--- src/rtl/window_fetch_ctrl.sv ---
// -----------------------------------------------------------------------------
// window_fetch_ctrl
//   Walks a WIN x WIN window across an IMG_W x IMG_H byte image in raster
//   order, stepping STRIDE pixels horizontally and vertically. For each window
//   it issues one read of the packed window word at the window's top-left byte
//   address, captures the returned word, and offers it downstream with a
//   valid/ready handshake.
//
// Ports
//   clk        in   clock, rising edge
//   rst_n      in   asynchronous active-low reset
//   start      in   begin a full-image scan (honoured only when idle)
//   abort      in   terminate a scan in progress at the next edge
//   busy       out  scan in progress
//   done       out  one-cycle pulse after the last window is accepted
//   ren        out  memory read enable (one cycle per window)
//   raddr      out  window top-left byte address
//   rdata      in   window word, registered by memory, valid the cycle after ren
//   win_valid  out  win_data holds an unconsumed window
//   win_ready  in   downstream accepts the window
//   win_data   out  captured window, row 0 pixel 0 in the MSBs
//   win_row    out  top row of the current window
//   win_col    out  left column of the current window
// -----------------------------------------------------------------------------
module window_fetch_ctrl #(
  parameter int IMG_W   = 640,
  parameter int IMG_H   = 480,
  parameter int WIN     = 7,
  parameter int STRIDE  = 1,
  parameter int A_WIDTH = 19,
  parameter int MASKLEN = 392
) (
  input  logic               clk,
  input  logic               rst_n,
  input  logic               start,
  input  logic               abort,
  output logic               busy,
  output logic               done,
  output logic               ren,
  output logic [A_WIDTH-1:0] raddr,
  input  logic [MASKLEN-1:0] rdata,
  output logic               win_valid,
  input  logic               win_ready,
  output logic [MASKLEN-1:0] win_data,
  output logic [9:0]         win_row,
  output logic [9:0]         win_col
);

  typedef enum logic [2:0] {
    S_IDLE,
    S_ISSUE,
    S_CAPTURE,
    S_HOLD,
    S_FIN
  } state_t;

  // Largest legal top-left coordinates; 11 bits so the step never wraps.
  localparam logic [10:0]        COL_MAX   = 11'(IMG_W - WIN);
  localparam logic [10:0]        ROW_MAX   = 11'(IMG_H - WIN);
  localparam logic [10:0]        STEP      = 11'(STRIDE);
  // Constant address increment for one vertical step (parameter product only).
  localparam logic [A_WIDTH-1:0] ROW_PITCH = A_WIDTH'(IMG_W * STRIDE);

  state_t               r_state;
  state_t               w_state_next;
  logic [9:0]           r_row;
  logic [9:0]           r_col;
  logic [A_WIDTH-1:0]   r_row_base;
  logic [MASKLEN-1:0]   r_win_data;

  logic [10:0]          w_col_step;
  logic [10:0]          w_row_step;
  logic                 w_col_ok;
  logic                 w_row_ok;
  logic                 w_last;
  logic                 w_accept;
  logic                 w_launch;

  assign w_col_step = {1'b0, r_col} + STEP;
  assign w_row_step = {1'b0, r_row} + STEP;
  assign w_col_ok   = (w_col_step <= COL_MAX);
  assign w_row_ok   = (w_row_step <= ROW_MAX);
  // Last window: neither a horizontal nor a vertical step stays in the image.
  assign w_last     = !w_col_ok && !w_row_ok;
  // abort outranks both the downstream handshake and a start request.
  assign w_accept   = (r_state == S_HOLD) && win_ready && !abort;
  assign w_launch   = (r_state == S_IDLE) && start && !abort;

  // State register
  always_ff @(posedge clk or negedge rst_n) begin
    if (!rst_n) begin
      r_state <= S_IDLE;
    end else begin
      r_state <= w_state_next;
    end
  end

  // Next-state logic
  always_comb begin
    w_state_next = r_state;
    if (abort && (r_state != S_IDLE)) begin
      w_state_next = S_IDLE;
    end else begin
      case (r_state)
        S_IDLE:    if (w_launch) w_state_next = S_ISSUE;
        S_ISSUE:   w_state_next = S_CAPTURE;
        S_CAPTURE: w_state_next = S_HOLD;
        S_HOLD:    if (win_ready) w_state_next = w_last ? S_FIN : S_ISSUE;
        S_FIN:     w_state_next = S_IDLE;
        default:   w_state_next = S_IDLE;
      endcase
    end
  end

  // Scan position and captured window
  always_ff @(posedge clk or negedge rst_n) begin
    if (!rst_n) begin
      r_row      <= '0;
      r_col      <= '0;
      r_row_base <= '0;
      r_win_data <= '0;
    end else begin
      if (w_launch) begin
        r_row      <= '0;
        r_col      <= '0;
        r_row_base <= '0;
      end

      if ((r_state == S_CAPTURE) && !abort) begin
        r_win_data <= rdata;
      end

      // On the final window the position is left in place so win_row/win_col
      // still name the last window after the scan completes.
      if (w_accept) begin
        if (w_col_ok) begin
          r_col <= w_col_step[9:0];
        end else if (w_row_ok) begin
          r_col      <= '0;
          r_row      <= w_row_step[9:0];
          r_row_base <= r_row_base + ROW_PITCH;
        end
      end
    end
  end

  // Outputs are decoded from registered state, so reset clears them at once.
  assign busy      = (r_state != S_IDLE);
  assign done      = (r_state == S_FIN);
  assign ren       = (r_state == S_ISSUE);
  assign win_valid = (r_state == S_HOLD);
  assign raddr     = r_row_base + A_WIDTH'(r_col);
  assign win_data  = r_win_data;
  assign win_row   = r_row;
  assign win_col   = r_col;

endmodule

--- config.mk ---
export PLATFORM = sky130hd
export DESIGN_NAME = window_fetch_ctrl
export DESIGN_NICKNAME = d
export VERILOG_FILES = /design/src/rtl/window_fetch_ctrl.sv
export SDC_FILE = /design/constraint.sdc
export NUM_CORES = 1
export LEC_CHECK = 0
export ABC_AREA = 1
export CELL_PAD_IN_SITES_DETAIL_PLACEMENT = 1
export CELL_PAD_IN_SITES_GLOBAL_PLACEMENT = 2
export CORE_AREA = 2 2 325 327
export CTS_CLUSTER_SIZE = 14
export DETAILED_ROUTE_END_ITERATION = 12
export DIE_AREA = 0 0 327 329
export PLACE_DENSITY = 0.59
export SYNTH_ARGS = -nofsm -noshare
export SYNTH_HDL_FRONTEND = slang
export SYNTH_SLANG_ARGS = --single-unit
--- constraint.sdc ---
create_clock -name clk -period 3.2 [get_ports clk]
set_clock_uncertainty 0.1 [all_clocks]
set_input_delay 0.96 -clock clk [delete_from_list [all_inputs] [get_ports clk]]
set_output_delay 0.96 -clock clk [all_outputs]
set_load 0.02 [all_outputs]
# Yosys cells after proc, flatten, opt, wreduce, memory -nomap -nowiden
# Index checks and enable logic that the tools add are counted.
[op_classes]
add_sub_neg = 4
order_cmp = 2
eq_ne = 6
n_mux = 17
n_reduce_logical = 13
[ops]
columns = ["cell", "n"]
rows = [
  ["two-way mux 10 bit", 8],
  ["two-way mux 19 bit", 4],
  ["adder 10 x 1 -> 11 bit (second input constant)", 2],
  ["adder 19 x 10 -> 19 bit", 1],
  ["adder 19 x 10 -> 19 bit (second input constant)", 1],
  ["two-way mux 3 bit", 4],
  ["one-hot mux 3 bit (4 select lines)", 1],
  ["less-or-equal comparator 11 x 10 -> 1 bit (second input constant)", 1],
  ["less-or-equal comparator 11 x 9 -> 1 bit (second input constant)", 1],
  ["logical AND 1 bit", 7],
  ["equality test 3 x 2 -> 1 bit (second input constant)", 2],
  ["equality test 3 x 1 -> 1 bit (second input constant)", 1],
  ["equality test 3 bit (second input constant)", 1],
  ["zero test 1 bit", 3],
  ["zero test 3 bit", 1],
  ["!= test 3 x 1 -> 1 bit (second input constant)", 1],
  ["!= test 3 x 2 -> 1 bit (second input constant)", 1],
  ["nonzero test 3 bit", 1],
  ["AND reduction 2 bit", 1],
]
[word_totals]
register_bits = 434
inputBits = 397
output_inout_bits = 435
word_cells = 47

# Longest topological paths before layout
[depth]
ltp_word = 8
depth_mapped = 16
mapped_depth_nobuf = 15

# Worst setup path after synthesis
# No wires, ideal clock.
[synth_timing]
kind = "reg2out"
from = "reg r_col[0], in the netlist win_col[0]"
to = "out raddr[12]"
arrival_ps = 2451
setup_slack_ps = -311
path_stages_with_launch = 12
path_buffers = 0
cell_sequence = "dfrtp_1 > ha_1 > inv_1 > fa_1 > inv_1 > nand3_1 > nand2_1 > a21oi_1 > o21ai_0 > a21oi_1 > nor2_1 > xor2_1"
[synth_via]
elab_chain_len = 1
[synth_rtl]
columns = ["item", "line", "source"]
rows = [
  ["from (decl)", "67", "logic [9:0] r_col;"],
  ["from (signal assigned)", "137", "r_col <= w_col_step[9:0];"],
  ["adder 19 x 10 -> 19 bit", "152", "assign raddr = r_row_base + A_WIDTH'(r_col);"],
  ["to (decl)", "40", "output logic [A_WIDTH-1:0] raddr,"],
]
# No other way between the ends.

# Final worst setup path
[layout_timing]
from = "reg r_row_base[0]"
to = "out raddr[8]"
[layout_via]
elab_chain_len = 1
[layout_rtl]
columns = ["item", "line", "source"]
rows = [
  ["from (decl)", "68", "logic [A_WIDTH-1:0] r_row_base;"],
  ["from (signal assigned)", "141", "r_row_base <= r_row_base + ROW_PITCH;"],
  ["adder 19 x 10 -> 19 bit", "152", ""],
]
# No other way between the ends.

==> summary.md <==
| Metric | Value |
|---|---|
| Switching part of the total | `35.79%` |
| Dpl cells | `3544` |
| Crit. End Element | `output port` |
| First-pass GRT wire length | `111500 um` |
| Peak supply drop | `about 0.47 mV` |
| Drt wl/cell | `21.31 um` |
| Synthesized area | `17640 um2` |
| Final Worst Setup Slack | `-0.4992 ns` |
| Crit path top cell by count | `buf_4` |
| Post-synth ARST share | `100.0%` |
| Vias per cell | `3.796` |
| Max Cap Viol | `0` |
| Internal power | `18.70 mW` |
| Core region area | `between 100000 and 150000 um2` |
| Fillers | `11350` |
| Register area share after synthesis | `61.57%` |
| Slew headroom | `about 63%` |
| Final setup vio count | `16` |
| Die area | `107600 um2` |
| Residual DRC | `0` |
| Post-CTS Hold Fix Bufs | `0` |
| Post-synth EDFFs | `0` |
| P&R area growth vs syn | `75.02%` |
| Share of cells above drive strength 1 | `around 30%` |
| Synth area leader | `dfrtp_1` |
| Final Hold Fails | `0` |
| Hold Crit Class | `in2async` |
| DRT Wirelength | `78200 um` |
| Fin crit share | `115.6%` |
| PortBufs | `831` |
| Syn. warnings | `0` |
| Detailed placer's ending HPWL | `62570 um` |
| Yosys cell types | `37` |
| Max clock buf depth | `3` |
| Htree depth | `2` |
| Fmax | `0.2703 GHz` |
| Net Count, Synth | `1703` |
| Sw Pwr | `10.42 mW` |
| Combinational Power Share | `43.6%` |
| Storage cell area | `approximately 11000 um2` |
| Die Y | `329 um` |
| First-pass detailed-route iteration total | `4` |
| Grt ovf | `0` |
| M3 GR Usage | `under 10%` |
| Peak fanout along the critical path | `2` |
| Total Routing Usage GR | `between 10 and 15%` |
| CP Data Arrival Time | `2.64 ns` |
| Final std cells w/o fill | `3670` |
| Mapped Cells | `1290` |
| Pin count of the biggest net entering global routing | `62` |
| Chip Width | `327 um` |
| Met2 global-route usage | `roughly a quarter` |
| Core Util, Final | `between 20% and 30%` |
| Violated checks | `negative setup slack` |
| Pleak | `13.28 nW` |
| Outcome | `finished, violations left` |
| Grt met1 use | `15.32%` |
| Num CTS Buffers | `57` |
| Seq pwr share | `32.6%` |
| Global routing's busiest layer | `met2` |
| Via Count | `13930` |
| Multi-input logic area | `6646 um2` |
| Clock power frac | `between 20% and 30%` |
| Post-DRT Antenna Nets | `0` |
| Placed cell areas | `28280 um2` |
| Worst path max stage delay | `slightly below 0.4 ns` |
| Cell area power density | `943.1 nW/um2` |
| I/O Pins | `832` |
| Critical-path top delay cell | `dfrtp_1` |
| Post-synth top area share | `61.57%` |
| Synth Flop Type | `dfrtp_1` |
| FF+latch count, synth | `434` |
| Critical path, cell by cell | `ha_4 -> inv_2 -> fa_2 -> inv_2 -> nand3_2 -> nand2_4 -> a21oi_4 -> o21ai_4 -> buf_4 -> buf_6 -> buf_4 -> xor2_1 -> buf_4` |
| Worst slew pin tran | `0.5470 ns` |
| Max-slew violation count | `0` |
| Finished Cell Area | `30870 um2` |
| Rows | `around 120` |
| Number of global-route vias before repair | `15660` |
| Synth top area cells | `dfrtp_1 62%, mux2_2 25%, nand2_1 3.1%, inv_1 1.5%, nand3_1 1.3%` |
| Worst-Skew Late Latency | `0.64 ns` |
| CP startpoint kind | `flip-flop` |
| CTS clock-pin slew for the worst setup and hold paths | `approximately 0.060 ns` |
| Kind of critical path | `reg2out` |
| Routability cong. | `around 0.8` |
| Final TNS setup | `-4.691 ns` |
| Starting Density | `16.90%` |
| Required time worst endpoint | `2.14 ns` |
| Fin crit period | `3.699 ns` |
| RSZ-0062 raised after global routing | `yes` |
| Final net count | `2637` |
| Clk sinks | `434` |
| Antenna violations before repair | `26` |
| Root buf cell | `clkbuf_16` |
| CTS tree | `yes` |
| DR iter-0 viols | `381` |
| Mean Syn Cell Area | `13.67 um2` |
## final timing paths
path                                from       endpoint  slack, ns  cells after the start
setup / recovery           r_row_base[0]       raddr[8]      -0.50                     13
hold / removal                     rst_n   win_data[97]       0.16                      1
setup reg to reg              win_col[1]     win_row[1]       0.66                     15
hold reg to reg            win_data[181]  win_data[181]       0.40                      1
max in group asynchronous          rst_n  win_data[318]       1.97                      3
min in group clk           win_data[181]  win_data[181]       0.40                      1
## metal layers
metal	up-vias	part of all wire [%]
met4	26	3.2
li1	6234	-
met1	7080	36
met2	460	53
met5	-	0.20
met3	133	7.5
## area by class of cell
class                      count  share of cell area (%)
antenna                        6                 0.04863
clock buffer                  79                   5.374
clock inverter                29                   1.350
inverter                      72                  0.8835
multi-input combinational    730                   21.53
sequential                   434                   35.19
tap                         1391                   5.638
timing repair buffer         929                   29.99
## critical path: cells and delay by family, from the launching register on
family,cells,cell delay [ns]
buffers and inverters,6,0.57
DFF,1,0.39
xor gates and xnor gates,1,0.13
and+or+nand+nor,2,0.17
adders and majority gates,2,0.51
AOI/OAI and AO/OA,2,0.23
## registers in the layout, indices dropped and copies added (netlist names)
name / count
win_col: 10
r_row_base: 19
r_state: 3
win_row: 10
win_data: 392
## stage by stage
stage	setup WS (ns)	power, mW	hold WS (ns)
floorplan	0.003252	14.73	0.3762
global placement	-0.5612	22.30	0.3870
detailed placement	-0.5968	22.47	0.3925
CTS	-0.6191	29.72	0.1496
global route	-0.6472	30.53	0.1686
finish	-0.4992	29.12	0.1647
## kinds of logic after synthesis
kind of cell             synth area share (%)
adder cells (fa/ha/maj)                 1.177
flip-flops                              61.57
AND/OR/NAND/NOR                         6.490
buffers and inverters                   3.185
XOR/XNOR                                1.539
AO/OA/AOI/OAI                           1.014
multiplexers                            25.02
## synthesized netlist by cell type (8+ instances only)
master / number
a21oi_1: 11
ha_1: 15
dfrtp_1: 434
inv_1: 69
clkbuf_1: 8
nand3_1: 46
xor2_1: 24
nor2_1: 39
buf_2: 39
mux2_2: 392
nand2_1: 146
## cells in the final DEF, fill, tap and decap left out, types with 18 or more instances in the layout
cell	instances
clkbuf_16	57
nand2_1	136
mux2_2	392
nor2_1	35
buf_4	83
nand3_1	38
buf_6	18
clkdlybuf4s50_1	810
inv_1	66
dfrtp_1	432
## power groups by stage
| stage | registers (mW) | clock network (mW) | logic [mW] |
|---|---|---|---|
| after CTS | 9.51 | 7.25 | 13.0 |
| after global routing | 9.84 | 7.46 | 13.2 |
| final | 9.48 | 6.95 | 12.7 |
| after global placement | 9.47 | 0 | 12.8 |
| after floorplan | 12.4 | 0 | 2.34 |
| after detailed placement | 9.56 | 0 | 12.9 |
## what timing repair did
action	4_1_cts	5_1_grt
endpoints found under the setup margin	18	20
resized for setup	154	22
cloned	0	0
buffers inserted	6	9
hold endpoints to repair	0	0
pin swaps	22	24
Note: power is estimated with default switching activity, not from simulation.
